$ cat src/rtl/fetch_queue_pkg.sv
// Shared definitions for the fetch-to-decode instruction queue.
package fetch_queue_pkg;
   localparam int FQ_W = 16;
   localparam logic [FQ_W-1:0] FQ_NOP = 16'h0800;

   typedef struct packed {
      logic [FQ_W-1:0] instr;
      logic [FQ_W-1:0] pc;
      logic [FQ_W-1:0] pc_inc;
   } fq_entry_t;
endpackage

$ cat src/rtl/fetch_queue_fq_mem.sv
// Entry storage for fetch_queue: one write port, one asynchronous read port, data not reset.
module fq_mem #(
   parameter int DEPTH = 4,
   parameter int DW    = 48
) (
   input  logic                     clk,
   input  logic                     we,
   input  logic [$clog2(DEPTH)-1:0] waddr,
   input  logic [DW-1:0]            wdata,
   input  logic [$clog2(DEPTH)-1:0] raddr,
   output logic [DW-1:0]            rdata
);
   logic [DW-1:0] mem [DEPTH];

   always_ff @(posedge clk) begin
      if (we) mem[waddr] <= wdata;
   end

   assign rdata = mem[raddr];
endmodule

$ cat src/rtl/fetch_queue.sv
// Instruction queue between fetch and decode with single-cycle flush.
// Optional same-cycle pass-through when empty: define FETCH_QUEUE_BYPASS_EN.
module fetch_queue
   import fetch_queue_pkg::*;
#(
   parameter int DEPTH = 4,
   parameter int W     = 16
) (
   input  logic                   clk,
   input  logic                   rst,
   input  logic                   in_valid,
   output logic                   in_ready,
   input  logic [W-1:0]           in_instr,
   input  logic [W-1:0]           in_pc,
   input  logic [W-1:0]           in_pc_inc,
   output logic                   out_valid,
   input  logic                   out_ready,
   output logic [W-1:0]           out_instr,
   output logic [W-1:0]           out_pc,
   output logic [W-1:0]           out_pc_inc,
   input  logic                   flush,
   output logic [$clog2(DEPTH):0] count,
   output logic                   err_fq
);
   localparam int PW = $clog2(DEPTH);

   logic [PW-1:0]  head, tail;
   logic [PW:0]    cnt;
   logic           err;
   logic           full, empty;
   logic           push, pop, bypass;
   logic [3*W-1:0] rd_data;

   fq_mem #(
      .DEPTH (DEPTH),
      .DW    (3*W)
   ) u_mem (
      .clk   (clk),
      .we    (push),
      .waddr (tail),
      .wdata ({in_instr, in_pc, in_pc_inc}),
      .raddr (head),
      .rdata (rd_data)
   );

   assign full  = (cnt == (PW+1)'(DEPTH));
   assign empty = (cnt == '0);

   always_comb begin
`ifdef FETCH_QUEUE_BYPASS_EN
      bypass = empty && in_valid && !flush;
`else
      bypass = 1'b0;
`endif
      // A bypassed entry consumed by decode in the same cycle is never stored.
      push = in_valid && !full && !flush && !(bypass && out_ready);
      pop  = !empty && out_ready && !flush;
   end

   always_comb begin
      in_ready = !full;
      if (bypass) begin
         out_valid  = 1'b1;
         out_instr  = in_instr;
         out_pc     = in_pc;
         out_pc_inc = in_pc_inc;
      end else if (!empty) begin
         out_valid  = 1'b1;
         out_instr  = rd_data[3*W-1:2*W];
         out_pc     = rd_data[2*W-1:W];
         out_pc_inc = rd_data[W-1:0];
      end else begin
         out_valid  = 1'b0;
         out_instr  = W'(FQ_NOP);
         out_pc     = '0;
         out_pc_inc = '0;
      end
   end

   always_ff @(posedge clk or negedge rst) begin
      if (!rst) begin
         head <= '0;
         tail <= '0;
         cnt  <= '0;
      end else if (flush) begin
         head <= '0;
         tail <= '0;
         cnt  <= '0;
      end else begin
         if (push) tail <= tail + 1'b1;
         if (pop)  head <= head + 1'b1;
         if (push && !pop)      cnt <= cnt + 1'b1;
         else if (pop && !push) cnt <= cnt - 1'b1;
      end
   end

   always_ff @(posedge clk or negedge rst) begin
      if (!rst)                          err <= 1'b0;
      else if (in_valid && full && !flush) err <= 1'b1;
   end

   assign count  = cnt;
   assign err_fq = err;
endmodule

$ cat config.mk
export PLATFORM = sky130hd
export DESIGN_NAME = fetch_queue
export DESIGN_NICKNAME = d
export VERILOG_FILES = /design/src/rtl/fetch_queue_pkg.sv /design/src/rtl/fetch_queue_fq_mem.sv /design/src/rtl/fetch_queue.sv
export SDC_FILE = /design/constraint.sdc
export NUM_CORES = 1
export LEC_CHECK = 0
export ABC_AREA = 1
export BUFFER_PORTS_ARGS = -buffer_cell sky130_fd_sc_hd__buf_2
export CAP_MARGIN = 10
export CORE_MARGIN = 2
export CORE_UTILIZATION = 35
export CTS_CLUSTER_DIAMETER = 120
export DETAILED_ROUTE_END_ITERATION = 6
export GPL_ROUTABILITY_DRIVEN = 0
export SYNTH_ARGS = -nofsm -noshare
export SYNTH_HDL_FRONTEND = slang
export SYNTH_SLANG_ARGS = --single-unit
$ cat constraint.sdc
create_clock -name clk -period 3.86 [get_ports clk]
set_input_delay 0.386 -clock clk [delete_from_list [all_inputs] [get_ports clk]]
set_output_delay 0.386 -clock clk [all_outputs]
set_load 0.01 [all_outputs]
Yosys cells after proc, flatten, opt, wreduce, memory -nomap -nowiden:

Memory sizes are Yosys's and may differ from the RTL's.
Index checks and enable logic that the tools add are counted.

* $mul: 0
* shift-type cells: 0
* divide/modulo/power cells: 0
* reduce and logical (&&, ||, !) cells: 17
* magnitude comparators: 0
* multiplexer cells: 13
* bitwise operators: 0
* $add $sub $neg: 4
* eq/ne operators: 1

Operator list (count)
* $mux W16: 3
* $mux W3: 3
* $logic_and A1 B1 Y1: 8
* $mux W2: 4
* $logic_not A1 Y1: 5
* $add A2 B1 Y2 const B: 2
* $reduce_bool A2 Y1: 2
* $add A3 B1 Y3 const B: 1
* $eq A3 B3 Y1 const B: 1
* $logic_not A3 Y1: 1
* $mux W1: 3
* $reduce_bool A3 Y1: 1
* $sub A3 B1 Y3 const B: 1

* bits of input ports: 53
* bits in read-only memories: 0
* memory bits (writable): 192
* word-level logic and storage cells: 40
* latch bits: 0
* flip-flop bits (word level): 8
* memories: 1
* output and inout port bits: 54

Memory list
* u_mem.mem: words 4, bits a word 48, rd ports 1, clocked after memory_dff 0, wr ports 1, line fetch_queue_fq_mem.sv:13 `logic [DW-1:0] mem [DEPTH];`

Logic depth before layout (Yosys ltp):

Gate-level depths: netlist of the first run.

* word-level depth: 9
* depth in mapped cells: 12
* mapped depth without buffers: 12

Hierarchy:

From an unflattened synthesis of the first run, not the netlist that was laid out.

* cell total of the unflattened synthesis: 916
* area total of the unflattened synthesis: 9125.0 um^2

By module, submodules not included
* fq_mem: sequential area each 5765.5 um^2, cells each 760, area an instance 8096.5 um^2, instances 1
* fetch_queue: sequential area each 200.2 um^2, cells each 156, area an instance 1028.5 um^2, instances 1

Worst setup path after synthesis of the first run:

Ideal clock, no wire load.

* path kind: flip-flop to flip-flop
* from: register cnt[0], in the netlist count[0]
* to: memory u_mem.mem[0][0], enable pin
* buffers on the path: 0
* required time: 3.406 ns
* setup slack: 0.554 ns
* period minus slack after synthesis: 3.306 ns
* library setup time: 0.454 ns
* arrival time: 2.852 ns
* stages on the path, launching flop included: 5
* cell sequence: dfrtp_1 -> nor2_4 -> nand2_1 -> nand3_2 -> nor2_1

* word-level cells in the longest chain between the ends: 6

Ends and longest elaborated chain
* from (decl): line fetch_queue.sv:28 `logic [PW:0] cnt;`
* from (signal assigned): line fetch_queue.sv:92 `if (push && !pop) cnt <= cnt + 1'b1;`
* from (signal assigned): line fetch_queue.sv:93 `else if (pop && !push) cnt <= cnt - 1'b1;`
* $eq A3 B3 Y1: line fetch_queue.sv:46 `assign full = (cnt == (PW+1)'(DEPTH));`
* $logic_not A1 Y1
* named net in_ready: line fetch_queue.sv:12 `output logic in_ready,`
* $logic_and A1 B1 Y1 (2 in a row): line fetch_queue.sv:56 `push = in_valid && !full && !flush && !(bypass && out_ready);`
* $mux W1: line fetch_queue_fq_mem.sv:16 `if (we) mem[waddr] <= wdata;`
* $mux W1 (implied by the code): line fetch_queue_fq_mem.sv:16
* to (decl): line fetch_queue_fq_mem.sv:13

The timed path passes the listed nets, and every way through them passes these cells.

Final worst setup path of the first run:

* from: register head[0]
* to: output out_instr[7]

* word-level cells in the longest chain between the ends: 2

Ends and longest elaborated chain
* from (decl): line fetch_queue.sv:27 `logic [PW-1:0] head, tail;`
* from (signal assigned): line fetch_queue.sv:91 `if (pop) head <= head + 1'b1;`
* $mem_v2 Z4 W48
* $mux W16: line fetch_queue.sv:67 `end else if (!empty) begin`
* to (decl): line fetch_queue.sv:18 `output logic [W-1:0] out_instr,`

Every way passes these cells.

==> results.md, run 1 <==
* Commonest non-fill, non-tap cell in the layout: nor2_1
* Status: finished, final reports clean
* Iter 0 DRT Violations at 375
* Setup ws final at 0.886 ns
* Fin util at about 42%
* Post-Syn Nets at just under 700
* Synth top area cells: edfxtp_1, nor2_1, o21ai_0
* Post-CTS sizing at 0
* Hold depth at 1
* Place WS at 1.33 ns
* Reg2reg path depth at 4
* GR Overflow Total at 0
* Placed inst area at 0.00885 sq mm
* Avg Cell Area, Syn at 12.8 sq um
* Final-stage net count at 790
* ANT nets after route at 0
* Top Ports at 107
* Post-synth cell types at 28
* Most frequent cells in the layout: nor2_1, edfxtp_1, buf_2, o21ai_0, o21ai_1
* Cts hold-fix bufs at 1
* Post-route setup TNS at 0 ns
* Max IR drop VDD at 0.251 mV
* Die height at 156 microns
* First-pass GRT wire length at 26500 microns
* Final hold vios at 0
* Top-area cell type share of the netlist area at 71.4%
* Number of vias per cell at 4.78
* Max transition margin at between 40% and 50%
* Transition time of the tightest slew-check pin at 0.854 ns
* Num CTS Buffers at 17
* Final min period at approximately 3.0 ns
* Worst endpoint data arrival time at 2.59 ns
* HP Class: in -> reg
* Sequential fraction of the synthesis area at 73.9%
* Drt drc at 0
* Reg clk slew, reported paths at 0.07 ns
* Rows at 55
* Clock Skews at 0.00720 ns
* Post-Syn Instances at 632
* Pins Over Slew Limit at 0
* Fin area at 0.00941 sq mm
* DR vias at 4930
* Total GRT Usage at 14.6%
* Postcts setup bufs at 0
* Clk_lat worst skew at 0.43 ns
* CP Max Fanout at 59
* Layout cells sized above 1 at 25.1%
* Slowest CP cell: dfrtp_4
* Clock Sinks at 200
* Crit end category: primary output
* Inst Count DP at 997
* Clock Tree Root: clkbuf_16
* I/O Buffers at 106
* Number of global-route vias before repair at 4821
* Die W at 156 microns
* Critical Path RT at 3.47 ns
* Initial antenna violation count at 1
* Flop2flop setup slack at 1.65 ns
* Worst reg2reg path endpoint: u_mem.mem[3][9]
* Syn-to-layout area delta at 16.6%
* First-pass DRT Iterations at 4
* Worst setup path category: reg -> out
* Worst r2r src: count[2]
* Highest cell delay on the worst timing path at 0.71 ns
* Synth warn at 0
* Routed wire per std cell at 16.8 microns
* Most Frequent Cell on Critical Path: nor2_1
* Largest net degree at the start of global routing at 60
* Total power at 5.92 mW
* Crit path launch: head[0]
* Fin cells at 1031
* FMAX at 336 MHz
* Post-DP HPWL at about 10000 microns
* H-tree depth reported by CTS at 4
* Max-cap violations at 0
* Power Dens Cells at 629 mW/mm^2
* Final setup violation count at 0
* Crit path capture: out_instr[7]
* Synth area leader: edfxtp_1
* TritonCTS clock tree: yes
* Worst setup SP type: flip-flop
* Routed wire length at 17300 microns
* Initial Util at 35.7%
* Leak at 3.35 nW
* Mapped cell area at 0.00807 sq mm
* Period Utilization, post-route at 77.0%
* Hold slack at about 0.17 ns
* Critical-path cell list: buf_4 -> nor2_1 -> nor2_1 -> o21ai_0 -> a21oi_1 -> buf_2
* RSZ-0062 raised after global routing: false
* Clock Tree Buf Depth at 2
* FF+latch count, synth at 200
* Core ar. at 0.0226 sq mm
* Die ar. at 0.0243 sq mm
state kept, by name (all words and copies together) (netlist names):
signal / count
count: 3
tail: 2
err_fq: 1
u_mem.mem: 192
head: 2
cells in the mapped netlist:
cell type,n
o21bai_1,1
a21oi_2,21
dfrtp_1,8
o21ai_1,30
nor2_1,197
buf_4,4
nand3_1,3
nand2_1,12
buf_2,11
o21ai_0,69
a21oi_1,29
nor2_4,1
fa_1,1
nor2_2,1
xnor2_1,1
inv_4,1
inv_2,5
nand2_4,2
buf_6,10
ha_1,4
inv_1,10
nand2_2,3
o311ai_0,1
a21o_1,1
edfxtp_1,192
nand3_2,1
nor3_1,1
clkbuf_1,12
where the power goes:
group	internal [mW]	total [mW]	switching (mW)
clock network	0.898	1.68	0.782
logic	0.549	1.63	1.08
registers	2.52	2.60	0.0815
area by class of cell:
class	instances	area (sq um)
Antenna cell	1	2.50
Clock buffer	19	433
Clock inverter	13	121
Fill cell	2115	13200
Inverter	16	62.6
Multi-Input combinational cell	379	1830
Sequential cell	200	5970
Tap cell	285	357
Timing Repair Buffer	118	636
worst max-delay path: cells and delay by family (launching register included):
| family | cells | cell delay, ns |
|---|---|---|
| AO/OA/AOI/OAI | 2 | 0.41 |
| buffers and inverters | 2 | 0.78 |
| flip-flops | 1 | 0.71 |
| AND/OR/NAND/NOR | 2 | 0.21 |
routing by layer:
metal / GRT usage, % / part of all wire (%) / vias up
li1: - / - / 2422
met4: 6.07 / 1.5 / 0
met2: 25.6 / 51 / 110
met3: 3.33 / 4.7 / 15
met5: 0 / 0 / -
met1: 17.4 / 43 / 2383
cell families (layout without fill, tap and decap cells):
family / Yosys count / in the layout / synth area share, %
AO/OA/AOI/OAI: 152 / 152 / 10.5
XOR/XNOR: 1 / 1 / 0.109
flip-flops: 200 / 200 / 73.9
buffers and inverters: 53 / 166 / 3.78
adder cells (fa/ha/maj): 5 / 5 / 0.868
other: 0 / 1 / 0
AND/OR/NAND/NOR: 221 / 221 / 10.8
worst min-delay path by stage:
stage,start,endpoint,slack [ns]
floorplan,rst,count[0],0.09
global placement,rst,count[0],0.25
detailed placement,rst,count[1],0.25
CTS,in_instr[10],u_mem.mem[2][42],0.15
global route,in_pc_inc[3],u_mem.mem[1][3],0.15
finish,in_instr[10],u_mem.mem[3][42],0.17
(Power assumes the default switching activity.)
==> inputs of run 2 (changes only) <==
ABC_AREA = 0   (was 1)
clock period = 2.7 ns   (was 3.86 ns; I/O delays follow)
==> run 2 against run 1 <==
  * First-iteration DRC count is 53% lower
  * Die area decreased by 3.0%
  * Critical path depth shrank 2
  * Sequential cell count is the same
  * Worst setup slack worse by 0.59 ns
  * Sequential share of layout area grew 0.32 points
  * Hold slack worse by 0.10 ns
  * Core utilization rose by 1.2 points
  * Combinational power rose by 42%
  * Highest routed layer is now met5
==> results.md, run 2 <==
* Most frequent cell after synthesis: edfxtp_1
* Leak at 3.20 nW (-4.3%)
* Worst setup SP type: flip-flop
* CP Max Fanout at 18 (-69%)
* Synth warn at 0 (unchanged)
* ANT nets after route at 0 (unchanged)
* Final-stage net count at 545 (-31%)
* Core ar. at 0.0219 sq mm (-3.3%)
* Period Utilization, post-route at 88.9%
* Final setup violation count at 0 (unchanged)
* Initial antenna violation count at 1 (unchanged)
* H-tree depth reported by CTS at 4 (unchanged)
* Transition time of the tightest slew-check pin at 0.435 ns (-0.419 ns)
* Num CTS Buffers at 17 (unchanged)
* Post-synth cell types at 34 (+21%)
* Max-cap violations at 0 (unchanged)
* Avg Cell Area, Syn at 21.1 sq um (+66%)
* Die height at 154 microns (-1.5%)
* Clock Sinks at 200 (unchanged)
* Rows at 54 (-1.8%)
* Drt drc at 0 (unchanged)
* HP Class: in -> reg
* Worst setup path category: reg -> out
* Power Dens Cells at 905 mW/mm^2 (+44%)
* Iter 0 DRT Violations at 177 (-53%)
* First-pass DRT Iterations at 4 (unchanged)
* Max transition margin at 71.0% (+28 points)
* Largest net degree at the start of global routing at 49 (-18%)
* Pins Over Slew Limit at 0 (unchanged)
* Largest register FFs at 192 (unchanged)
* Synth top area cells: edfxtp_1, mux4_2, nor2b_1
* Die W at 154 microns (-1.5%)
* Top-area cell type share of the netlist area at 73.7% (+2.3 points)
* Async set or reset register ratio after synthesis at 4.00% (unchanged)
* Clk_lat worst skew at 0.42 ns (about the same)
* Commonest non-fill, non-tap cell in the layout: edfxtp_1
* N_diodes at 0 (-1)
* Fillcell total at 1930 (-8.7%)
* GR Overflow Total at 0 (unchanged)
* Post-Syn Nets at 428 (-38%)
* Most frequent cells in the layout: edfxtp_1, buf_2, mux4_2, nor2b_1, clkbuf_16
* Critical Path RT at 2.43 ns (-1.04 ns)
* Post-Syn Instances at 370 (-41%)
* Crit end category: primary output
* Total GRT Usage at 12.9% (-1.7 points)
* Post-CTS sizing at 0 (unchanged)
* Sequential fraction of the synthesis area at 76.2% (+2.3 points)
* Largest Register: u_mem.mem
* Post-DP HPWL at 8480 microns (-15%)
* RSZ-0062 raised after global routing: false
* Number of global-route vias before repair at 4084 (-15%)
* Reg clk slew, reported paths at 0.07 ns (about the same)
* Most used DFF post-synth: edfxtp_1
* Clock Skews at 0.00874 ns (+0.00154 ns)
* TritonCTS clock tree: yes
* Final hold vios at 0 (unchanged)
* Clock Tree Root: clkbuf_16
* FF+latch count, synth at 200 (unchanged)
* Mapped cell area at 0.00783 sq mm (-3.1%)
* Die ar. at 0.0236 sq mm (-3.0%)
* EDFF count, synth at 192 (unchanged)
* DR vias at 3789 (-23%)
* Initial Util at 35.7% (+0.095 points)
* Max IR drop VDD at 0.441 mV (+76%)
* Syn-to-layout area delta at 19.7%
* I/O Buffers at 106 (unchanged)
* Status: finished, final reports clean
* Clock Tree Buf Depth at 2 (unchanged)
* Post-route setup TNS at 0 ns (unchanged)
* Top Ports at 107 (unchanged)
* Routed wire per std cell at 18.9 microns (+13%)
* Layout cells sized above 1 at 41.0% (+16 points)
* First-pass GRT wire length at 22900 microns (-14%)
* Hold slack at 0.0634 ns (-0.105 ns)
* Final min period at 2.40 ns
* Routed wire length at 14700 microns (-15%)
* Synth area leader: edfxtp_1
* FMAX at 417 MHz
* Number of vias per cell at 4.87 (+1.8%)
* Worst endpoint data arrival time at 2.13 ns (-0.46 ns)
* Top cells by count, synth: edfxtp_1, mux4_2, nor2b_1
run 2: changes by cell type after synthesis, moves of 9 or more:
cell     change
o21ai_1     -30
nor2_1     -188
nand2_1     -12
a21oi_1     -27
o21ai_0     -66
a21oi_2     -21
buf_6        -9
mux4_2      +48
nor2b_1     +47
run 2: cell families (layout without fill, tap and decap cells):
kind of cell             Yosys count  count (layout)  share of synthesized area, %
AO/OA/AOI/OAI                     14              14                          1.33
XOR/XNOR                           2               2                         0.224
adder cells (fa/ha/maj)            5               5                         0.895
buffers and inverters             30             158                          1.82
flip-flops                       200             200                          76.2
multiplexers                      51              51                          14.2
AND/OR/NAND/NOR                   68              68                          5.26
run 2: timing repair:
action                                  CTS  global route
endpoints found under the setup margin    0             2
hold buffers                              1             0
buffers inserted                          0             1
endpoints found under the hold margin     8             0
run 2: layout make-up:
| class | count | area (sq um) | area share [%] |
|---|---|---|---|
| Clock buffer | 18 | 429 | 4.58 |
| Sequential cell | 200 | 5970 | 63.8 |
| Multi-Input combinational cell | 140 | 1730 | 18.5 |
| Timing Repair Buffer | 119 | 726 | 7.75 |
| Clock inverter | 12 | 128 | 1.36 |
| Inverter | 9 | 33.8 | 0.361 |
| Tap cell | 280 | 350 | 3.74 |
run 2: worst max-delay path: stages, from the launching register on:
cell and delay [ns]:
dfrtp_4 0.62, buf_12 0.24, mux4_2 0.51, nor2b_1 0.17
buf_2 0.17
run 2: worst paths after layout:
path                       startpoint                to  slack [ns]  cells past startpoint
min in group asynchronous         rst          count[1]        0.22                      2
hold / removal               in_pc[9]  u_mem.mem[2][25]        0.06                      1
setup / recovery              head[0]      out_instr[5]        0.30                      4
max in group asynchronous         rst           head[0]        2.29                      2
setup reg to reg             count[2]          count[2]        0.37                      7
hold reg to reg                err_fq            err_fq        0.49                      2
run 2: power by group:
| group | switching, mW | total (mW) | internal [mW] |
|---|---|---|---|
| Combinational | 1.19 | 2.32 | 1.13 |
| Clock | 1.06 | 2.42 | 1.36 |
| Sequential | 0.149 | 3.73 | 3.58 |
run 2: routing by layer:
metal / share of wire, % / track usage (%) / vias to the layer above
met4: 1.7 / 4.41 / 2
met2: 49 / 20.9 / 104
met3: 4.9 / 3.69 / 27
li1: - / - / 1715
met5: 0.068 / 0 / -
met1: 44 / 17.0 / 1941
run 2: through the flow:
step	total power, mW	worst slack (ns)	std cells	util (%)	area, sq um
global route	8.92	0.167	778	42.8	9370
CTS	8.57	0.0852	777	42.7	9340
global placement	6.12	0.509	746	40.1	8770
finish	8.47	0.299	778	42.8	9370
detailed placement	6.14	0.426	746	40.1	8770
floorplan	5.27	0.0704	370	-	7830
